<file path="src/rtl/pipe_control_unit.sv">
// ----------------------------------------------------------------------------
// pipe_control_unit
//
// Pipelined control path for a small load/store CPU. The opcode sitting in the
// ID stage is decoded into a control bundle, which then travels through the
// ID/EX, EX/MEM and MEM/WB registers alongside the datapath. The unit also:
//   - stalls ID for one cycle when a load in EX feeds a register read in ID
//     and injects a bubble into EX,
//   - squashes the ID slot that follows an accepted jump,
//   - counts instructions that leave WB.
//
// Ports
//   clk, rst            rising-edge clock, asynchronous active-high reset
//   id_valid            ID slot holds a real instruction
//   id_opcode           ID opcode (bits above [2] must be zero to be legal)
//   id_rs, id_rt        ID source register fields (rt is the I-type dest)
//   id_rd               ID R-type destination field
//   id_stall            hold PC and IF/ID this cycle (combinational)
//   id_jump             jump accepted in ID this cycle (combinational)
//   illegal             accepted ID opcode is undefined (combinational)
//   ex_alusrc, ex_aluop EX-stage controls (aluop: 00 add 01 sub 10 and 11 or)
//   mem_read, mem_write MEM-stage controls
//   wb_regwrite         WB: write the register file
//   wb_memtoreg         WB: select memory data
//   wb_dest             WB destination register
//   retired             count of valid instructions that have left WB
// ----------------------------------------------------------------------------
module pipe_control_unit #(
  parameter int OPC_W = 3,
  parameter int REG_W = 2,
  parameter int CNT_W = 16
) (
  input  logic             clk,
  input  logic             rst,
  input  logic             id_valid,
  input  logic [OPC_W-1:0] id_opcode,
  input  logic [REG_W-1:0] id_rs,
  input  logic [REG_W-1:0] id_rt,
  input  logic [REG_W-1:0] id_rd,
  output logic             id_stall,
  output logic             id_jump,
  output logic             illegal,
  output logic             ex_alusrc,
  output logic [1:0]       ex_aluop,
  output logic             mem_read,
  output logic             mem_write,
  output logic             wb_regwrite,
  output logic             wb_memtoreg,
  output logic [REG_W-1:0] wb_dest,
  output logic [CNT_W-1:0] retired
);

  localparam logic [2:0] OP_LW   = 3'b000;
  localparam logic [2:0] OP_SW   = 3'b001;
  localparam logic [2:0] OP_JMP  = 3'b010;
  localparam logic [2:0] OP_ADD  = 3'b011;
  localparam logic [2:0] OP_ADDI = 3'b100;
  localparam logic [2:0] OP_SUB  = 3'b101;
  localparam logic [2:0] OP_AND  = 3'b110;
  localparam logic [2:0] OP_OR   = 3'b111;

  // Decoded bundle of the ID slot
  logic             dec_alusrc;
  logic [1:0]       dec_aluop;
  logic             dec_memread;
  logic             dec_memwrite;
  logic             dec_regwrite;
  logic             dec_memtoreg;
  logic [REG_W-1:0] dec_dest;
  logic             dec_uses_rt;
  logic             dec_jmp;
  logic             illegal_op;
  logic [OPC_W-1:0] opc_hi;
  logic             accepted;
  logic             squash_q;

  // ID/EX register
  logic             ex_valid_q,    ex_valid_d;
  logic             ex_alusrc_q,   ex_alusrc_d;
  logic [1:0]       ex_aluop_q,    ex_aluop_d;
  logic             ex_memread_q,  ex_memread_d;
  logic             ex_memwrite_q, ex_memwrite_d;
  logic             ex_regwrite_q, ex_regwrite_d;
  logic             ex_memtoreg_q, ex_memtoreg_d;
  logic [REG_W-1:0] ex_dest_q,     ex_dest_d;

  // EX/MEM register
  logic             mem_valid_q;
  logic             mem_memread_q;
  logic             mem_memwrite_q;
  logic             mem_regwrite_q;
  logic             mem_memtoreg_q;
  logic [REG_W-1:0] mem_dest_q;

  // MEM/WB register
  logic             wb_valid_q;
  logic             wb_regwrite_q;
  logic             wb_memtoreg_q;
  logic [REG_W-1:0] wb_dest_q;

  logic [CNT_W-1:0] retired_q;

  // Any opcode bit above [2] makes the opcode undefined; for OPC_W == 3 the
  // shifted value is always zero.
  assign opc_hi     = id_opcode >> 3;
  assign illegal_op = |opc_hi;

  // Opcode decode. An illegal opcode keeps the all-zero default bundle and
  // neither reads rt nor counts as a jump.
  always_comb begin
    dec_alusrc   = 1'b0;
    dec_aluop    = 2'b00;
    dec_memread  = 1'b0;
    dec_memwrite = 1'b0;
    dec_regwrite = 1'b0;
    dec_memtoreg = 1'b0;
    dec_dest     = '0;
    dec_uses_rt  = 1'b0;
    dec_jmp      = 1'b0;
    if (!illegal_op) begin
      case (id_opcode[2:0])
        OP_LW: begin
          dec_alusrc   = 1'b1;
          dec_memread  = 1'b1;
          dec_regwrite = 1'b1;
          dec_memtoreg = 1'b1;
          dec_dest     = id_rt;
        end
        OP_SW: begin
          dec_alusrc   = 1'b1;
          dec_memwrite = 1'b1;
          dec_uses_rt  = 1'b1;
        end
        OP_JMP: begin
          dec_jmp = 1'b1;
        end
        OP_ADD: begin
          dec_regwrite = 1'b1;
          dec_dest     = id_rd;
          dec_aluop    = 2'b00;
          dec_uses_rt  = 1'b1;
        end
        OP_ADDI: begin
          dec_alusrc   = 1'b1;
          dec_regwrite = 1'b1;
          dec_dest     = id_rt;
        end
        OP_SUB: begin
          dec_regwrite = 1'b1;
          dec_dest     = id_rd;
          dec_aluop    = 2'b01;
          dec_uses_rt  = 1'b1;
        end
        OP_AND: begin
          dec_regwrite = 1'b1;
          dec_dest     = id_rd;
          dec_aluop    = 2'b10;
          dec_uses_rt  = 1'b1;
        end
        OP_OR: begin
          dec_regwrite = 1'b1;
          dec_dest     = id_rd;
          dec_aluop    = 2'b11;
          dec_uses_rt  = 1'b1;
        end
        default: ;
      endcase
    end
  end

  // Load-use hazard: a load in EX whose destination is read by the ID slot.
  // The bubble it injects clears ex_memread, so the stall lasts one cycle.
  // A squashed slot never stalls.
  assign id_stall = id_valid & ~squash_q & ex_memread_q &
                    ((ex_dest_q == id_rs) | (dec_uses_rt & (ex_dest_q == id_rt)));
  assign accepted = id_valid & ~squash_q & ~id_stall;
  assign id_jump  = accepted & dec_jmp;
  assign illegal  = accepted & illegal_op;

  // Anything not accepted enters ID/EX as an all-zero bubble.
  always_comb begin
    ex_valid_d    = 1'b0;
    ex_alusrc_d   = 1'b0;
    ex_aluop_d    = 2'b00;
    ex_memread_d  = 1'b0;
    ex_memwrite_d = 1'b0;
    ex_regwrite_d = 1'b0;
    ex_memtoreg_d = 1'b0;
    ex_dest_d     = '0;
    if (accepted) begin
      ex_valid_d    = 1'b1;
      ex_alusrc_d   = dec_alusrc;
      ex_aluop_d    = dec_aluop;
      ex_memread_d  = dec_memread;
      ex_memwrite_d = dec_memwrite;
      ex_regwrite_d = dec_regwrite;
      ex_memtoreg_d = dec_memtoreg;
      ex_dest_d     = dec_dest;
    end
  end

  // Pipeline registers, squash flag and retire counter. EX/MEM and MEM/WB
  // advance every cycle; only ID is ever held.
  always_ff @(posedge clk or posedge rst) begin
    if (rst) begin
      squash_q       <= 1'b0;
      ex_valid_q     <= 1'b0;
      ex_alusrc_q    <= 1'b0;
      ex_aluop_q     <= 2'b00;
      ex_memread_q   <= 1'b0;
      ex_memwrite_q  <= 1'b0;
      ex_regwrite_q  <= 1'b0;
      ex_memtoreg_q  <= 1'b0;
      ex_dest_q      <= '0;
      mem_valid_q    <= 1'b0;
      mem_memread_q  <= 1'b0;
      mem_memwrite_q <= 1'b0;
      mem_regwrite_q <= 1'b0;
      mem_memtoreg_q <= 1'b0;
      mem_dest_q     <= '0;
      wb_valid_q     <= 1'b0;
      wb_regwrite_q  <= 1'b0;
      wb_memtoreg_q  <= 1'b0;
      wb_dest_q      <= '0;
      retired_q      <= '0;
    end else begin
      squash_q       <= id_jump;
      ex_valid_q     <= ex_valid_d;
      ex_alusrc_q    <= ex_alusrc_d;
      ex_aluop_q     <= ex_aluop_d;
      ex_memread_q   <= ex_memread_d;
      ex_memwrite_q  <= ex_memwrite_d;
      ex_regwrite_q  <= ex_regwrite_d;
      ex_memtoreg_q  <= ex_memtoreg_d;
      ex_dest_q      <= ex_dest_d;
      mem_valid_q    <= ex_valid_q;
      mem_memread_q  <= ex_memread_q;
      mem_memwrite_q <= ex_memwrite_q;
      mem_regwrite_q <= ex_regwrite_q;
      mem_memtoreg_q <= ex_memtoreg_q;
      mem_dest_q     <= ex_dest_q;
      wb_valid_q     <= mem_valid_q;
      wb_regwrite_q  <= mem_regwrite_q;
      wb_memtoreg_q  <= mem_memtoreg_q;
      wb_dest_q      <= mem_dest_q;
      if (wb_valid_q) begin
        retired_q <= retired_q + CNT_W'(1);
      end
    end
  end

  assign ex_alusrc   = ex_alusrc_q;
  assign ex_aluop    = ex_aluop_q;
  assign mem_read    = mem_memread_q;
  assign mem_write   = mem_memwrite_q;
  assign wb_regwrite = wb_regwrite_q;
  assign wb_memtoreg = wb_memtoreg_q;
  assign wb_dest     = wb_dest_q;
  assign retired     = retired_q;

endmodule
</file>
<file path="config.mk">
export PLATFORM = sky130hd
export DESIGN_NAME = pipe_control_unit
export DESIGN_NICKNAME = d
export VERILOG_FILES = /design/src/rtl/pipe_control_unit.sv
export SDC_FILE = /design/constraint.sdc
export NUM_CORES = 1
export LEC_CHECK = 0
export ABC_AREA = 1
export ABC_CLOCK_PERIOD_IN_PS = 1670
export BUFFER_PORTS_ARGS = -buffer_cell sky130_fd_sc_hd__buf_2
export CAP_MARGIN = 20
export CORE_MARGIN = 4
export CORE_UTILIZATION = 29
export CTS_BUF_LIST = sky130_fd_sc_hd__clkbuf_2
export CTS_CLUSTER_SIZE = 10
export DETAILED_ROUTE_END_ITERATION = 7
export GPL_TIMING_DRIVEN = 0
export PLACE_DENSITY = 0.49
export SETUP_SLACK_MARGIN = 0.15
export SLEW_MARGIN = 20
export SYNTH_ARGS = -nofsm -noshare
export SYNTH_HDL_FRONTEND = slang
export SYNTH_SLANG_ARGS = --single-unit
</file>
<file path="constraint.sdc">
create_clock -name clk -period 1.67 [get_ports clk]
set_input_delay 0.334 -clock clk [delete_from_list [all_inputs] [get_ports clk]]
set_output_delay 0.334 -clock clk [all_outputs]
set_load 0.005 [all_outputs]
</file>
[After elaboration in Yosys (flattened, before gate mapping)]
Index checks and enable logic that the tools add are counted.
W data, S select, Z words.
Word-level totals
  bits in registers: 37
  bits of input ports: 12
  output and inout port bits: 28
  word-level logic and storage cells: 58
Operators by class
  add/subtract/negate cells: 1
  equal/unequal tests: 9
  muxes and demuxes: 15
  bitwise operators: 9
  reductions and logical operators: 6
Operators with widths (number)
  $add A16 B1 Y16 const B: 1
  $eq A3 B3 Y1 const B: 4
  $mux W1: 11
  $and A1 B1 Y1: 6
  $eq A3 B2 Y1 const B: 2
  $pmux W2 S3: 1
  $reduce_or A6 Y1: 1
  $reduce_or A5 Y1: 1
  $eq A2 B2 Y1: 2
  $mux W2: 2
  $pmux W2 S2: 1
  $reduce_or A4 Y1: 1
  $eq A3 B1 Y1 const B: 1
  $logic_not A3 Y1: 1
  $reduce_or A3 Y1: 1
  $not A1 Y1: 2
  $reduce_or A2 Y1: 1
  $or A1 B1 Y1: 1

[Logic depth before layout (Yosys ltp)]
  word-level depth: 9
  depth in mapped cells: 8

[Worst setup path before layout]
OpenSTA, ideal clock, no wires.
  path kind: reg-to-output
  start point: register ex_dest_q[0]
  end point: output id_jump
  arrival time: 0.998 ns
  required time: 1.336 ns
  path slack: 0.338 ns
  cell stages (with the launch flop): 7
  buffers on the path: 0
  cell sequence: dfrtp_1 > xnor2_1 > nand3_1 > nand2_1 > nand2_1 > nand2_1 > nor2_1
Between the ends
  cells in the longest elaborated chain, start to end: 7
  elaborated cells on any way between the ends: 8
RTL lines
  start: declaration: RTL line 85  | logic [REG_W-1:0] ex_dest_q, ex_dest_d;
  start signal: assignment: RTL line 235  | ex_dest_q <= ex_dest_d;
  $eq A2 B2 Y1: RTL line 175  | ((ex_dest_q == id_rs) | (dec_uses_rt & (ex_dest_q == id_rt)));
  $and A1 B1 Y1: RTL line 175
  $or A1 B1 Y1 *: RTL line 175
  $and A1 B1 Y1 *: RTL line 174  | assign id_stall = id_valid & ~squash_q & ex_memread_q &
  $not A1 Y1 *: RTL line 176  | assign accepted = id_valid & ~squash_q & ~id_stall;
  $and A1 B1 Y1 *: RTL line 176
  $and A1 B1 Y1 *: RTL line 177  | assign id_jump = accepted & dec_jmp;
  end: declaration: RTL line 41  | output logic id_jump,
Every way passes the cells marked *; elsewhere a longest branch is shown, timed or not.

[Worst setup path in the final report]
  start point: register squash_q
  end point: output id_jump
Between the ends
  cells in the longest elaborated chain, start to end: 7
RTL lines
  start: declaration: RTL line 75  | logic squash_q;
  start signal: assignment: RTL line 227  | squash_q <= id_jump;
  $not A1 Y1 *: RTL line 174, 176
  $and A1 B1 Y1 *: RTL line 174, 176
  $and A1 B1 Y1 (2 in a row): RTL line 174
  $not A1 Y1: RTL line 176
  $and A1 B1 Y1 *: RTL line 176
  $and A1 B1 Y1 *: RTL line 177
Marked as above.

==> reports/results.txt <==
Input and output buffers added on the ports amount to 38. Critical-path cell with the highest stage delay: dfrtp_1. Number of global-route vias before repair: 1113. The peak clock frequency supported by timing is 564 MHz. After technology mapping, the gate count stands at 157. The average instance in the mapped netlist occupies 9.80 sq um. The worst-case IR drop observed on VDD is 0.439 mV. TritonCTS built the clock tree. Entering global routing, the biggest net connects 28 pins. The number of nets handed over by synthesis was 170. The floorplan step defined a die boundary enclosing 6540 sq um.

The insertion delay to the later sink of the worst-skew pair came out at 0.37 ns. The cell family contributing the most delay on the critical path is simple AND/OR/NAND/NOR gates. The number of buffers on the longest clock path is 2, and the horizontal die dimension is 80.8 um. Clock-pin slew was measured on the worst setup and hold paths at 0.16 ns. The repair_antennas step left the layout with diodes totalling 0.

For the number of design rule violations left after detail routing, the log shows 0. Type of the worst min-delay path: primary input to flop. Fraction of layout cells with a size suffix above 1: 31.6%. The checks that failed: setup timing. The run gives 0 as the max-slew violation count.

The number of synthesized register bits is 37, and the setup skew after layout is 0.00930 ns. In this run switching power makes up 30.2% of total power. The share of synthesized area in the top cell type comes to 60.2%. Row generation in the floorplan step produced 26 rows.

The run gives 1112 as the total vias in the final route. The area growth from synthesis to layout came out at 25.9%. The logs give 2830 um for the total detailed-routing wirelength and 1.44 ns for the data arrival time of the critical path.

The global-route track usage on met1 is 11.5%. For this run, the number of Yosys warnings is 0. The tools report the cell at the root of the clock tree as clkbuf_2.

The number of cells on the worst reg-to-reg path was 7; the final cycle utilization of the critical path was 106%. Setup violations remaining at the end of the flow were counted as 2. The net switching power is 0.000572 W.

For this design the ratio of total power to cell area is 976 nW/um^2. The core region is 5140 sq um. The number of buffers and inverters on the critical path is 2. The critical path goes through nor2_2, inv_1, nor2_1, nand2_2, nand2_4, nor2_4, buf_2. The number of primary I/O pins was 40.

The first detailed-routing pass ran for 4 iterations. The detailed router finished its first iteration with 34 violations. The number of maximum-capacitance constraint violations is 0.

The leakage power figure is 1.08 nW. The tools report the startpoint class of the critical path as a flop. Logic gate share of total power: 21.1%.

The logs give 20 for the number of distinct library cells after synthesis and 29.9% for the effective utilization at floorplan. For met2 alone, demand over resource in global routing was 15.8%. The final setup slack of the worst path is -0.104 ns, and the die boundary height is 80.8 um. TritonCTS created 5 clock buffers.

Of all cell types, the one taking the most synthesized area is dfrtp_1. Setup repair after global routing could not meet its margin everywhere. The initial antenna violation count was 0; the number of instances on the worst hold path was 3.

The tools report the final hold violation count as 0. The first-pass GRT wire length was 4750 um. At the worst endpoint, the required time is 1.34 ns. The routability-driven placement congestion ratio was 0.704. The number of clock sinks seen by CTS was 37; the maximum fanout encountered on the critical timing path was 2.

The H-tree was split into 2 levels. Busiest layer in global routing: met2. The detailed-route vias per instance is 3.99. By startpoint and endpoint, the worst setup path is classified as flop to primary output. The tools report the internal power summed over all cells as 0.00132 W. The cell count along the critical path is 7, and the power share of the clock group is 21.1%.

The fraction of power consumed by sequential logic was 57.8%; the routed wire length per instance was 10.2 um. By area the synthesized netlist is led by dfrtp_1, nand2_1, inv_1. The tools report the sequential-to-total area share from yosys stat as 60.2%. The detail route stage leaves a number of antenna-violating nets equal to 0.

For this run, global-route usage on met3 was measured as 2.99%. After legalization and detailed placement, the total HPWL measured 2110 um. For the aggregate global-route resource usage, the log shows 9.72%. The maximum single-stage delay on the critical path is 0.40 ns, and the final global-route overflow total is 0.

The run gives 1540 sq um as the cell area after synthesis. After the last flow step, the layout net total stands at 221. The time the worst path needs with I/O delays and setup works out to 1.77 ns. The run finished, with violations left.

STA classifies the critical path endpoint as a primary output. The end-of-flow core utilization was 37.7%; the worst setup slack after placement was -0.0257 ns.
-- layout make-up --
cell class / count / area (sq um)
tap: 70 / 87.6
clock buffer: 8 / 40.0
inverter: 26 / 97.6
fill: 566 / 3200
multi-input combinational: 93 / 528
timing repair buffer: 44 / 250
buffer: 1 / 7.51
sequential: 37 / 926
-- flip-flops by register name, summed over array words and instances (netlist names), 2 cells and up --
signal      count
ex_dest_q       2
ex_aluop        2
retired        16
mem_dest_q      2
wb_dest         2
-- kinds of logic after synthesis --
kind of cell               count (synthesis)  synth area share (%)
adders and majority gates                  1                 0.813
and+or+nand+nor                           73                  21.5
muxes                                      1                 0.732
other                                      1                 0.244
xor gates and xnor gates                  15                  9.02
AOI/OAI and AO/OA                          2                 0.650
DFF                                       37                  60.2
buffers and inverters                     27                  6.83
-- repair_timing --
item                                    4_1_cts  5_1_grt
buffers inserted                              2        2
hold endpoints to repair                     10        0
endpoints found under the setup margin        2        3
hold buffers                                  1        0
pin swaps                                     2        1
resized for setup                             5        1
-- worst register-to-register path, cell delays in order, from the launching register on --
cell and delay (ns):
dfrtp_1 0.43, ha_1 0.18, nand2_2 0.09, nor3_4 0.20
and2_4 0.21, nand2_2 0.04, nand2_1 0.05, nand2_1 0.04
-- final timing paths --
kind                              startpoint       endpoint  slack (ns)
worst max-delay path                squash_q        id_jump       -0.10
worst min-delay path            id_opcode[0]  ex_memwrite_q        0.20
worst max register to register    retired[0]    retired[14]        0.34
worst min register to register   mem_valid_q     wb_valid_q        0.36
max in group asynchronous                rst   ex_dest_q[0]        0.84
min in group asynchronous                rst    wb_memtoreg        0.40
-- metrics by stage --
| stage | std cells | instance area (sq um) | hold WS (ns) | TNS [ns] | power (W) |
|---|---|---|---|---|---|
| after floorplan | 157 | 1540 | 0.331 | 0 | 0.00132 |
| after global placement | 265 | 1820 | 0.331 | -1.88 | 0.00146 |
| after detailed placement | 266 | 1840 | 0.285 | -0.0257 | 0.00148 |
| after CTS | 277 | 1920 | 0.160 | -0.189 | 0.00190 |
| after global routing | 279 | 1940 | 0.161 | -0.493 | 0.00203 |
| final | 279 | 1940 | 0.200 | -0.128 | 0.00189 |
-- power groups by stage --
stage                     Combinational [W]  Clock [W]  Sequential, W
after floorplan                    0.000211          0        0.00111
after global placement             0.000350          0        0.00111
after detailed placement           0.000362          0        0.00111
after CTS                          0.000372   0.000431        0.00110
after global routing               0.000452   0.000471        0.00111
final                              0.000399   0.000399        0.00109
-- placed cells by master, fill, tap and decap left out --
master	n
nor2_1	18
buf_2	38
conb_1	1
nand2_4	1
inv_2	1
nand2_1	32
ha_1	1
and2_4	1
nor2_4	2
buf_4	5
nand4_1	4
o21ai_0	2
nor3_4	1
dlygate4sd3_1	1
inv_1	25
xor2_1	9
clkbuf_2	8
nor2_2	3
buf_12	1
dfrtp_1	37
mux2_2	1
xnor2_1	5
nand2_2	3
xor2_2	1
nor3b_1	1
nand3_1	7
-- routing by layer --
layer | wire (um) | up-vias | share of wire, %
li1 | - | 572 | -
met1 | 1260 | 500 | 44
met2 | 1330 | 34 | 47
met3 | 189 | 6 | 6.7
met4 | 53 | 0 | 1.9
met5 | 0 | - | 0
-- cells in the mapped netlist --
master,instances
inv_1,26
and2_4,1
buf_4,1
ha_1,1
nor2_2,2
mux2_2,1
nand4_1,4
nor3_4,1
o21ai_0,2
xor2_2,1
nor2_1,20
nand2_2,2
conb_1,1
nor2_4,1
nand2_1,34
nor3b_1,1
dfrtp_1,37
nand3_1,7
xnor2_1,5
xor2_1,9
Power figures use the tool's default switching activity.
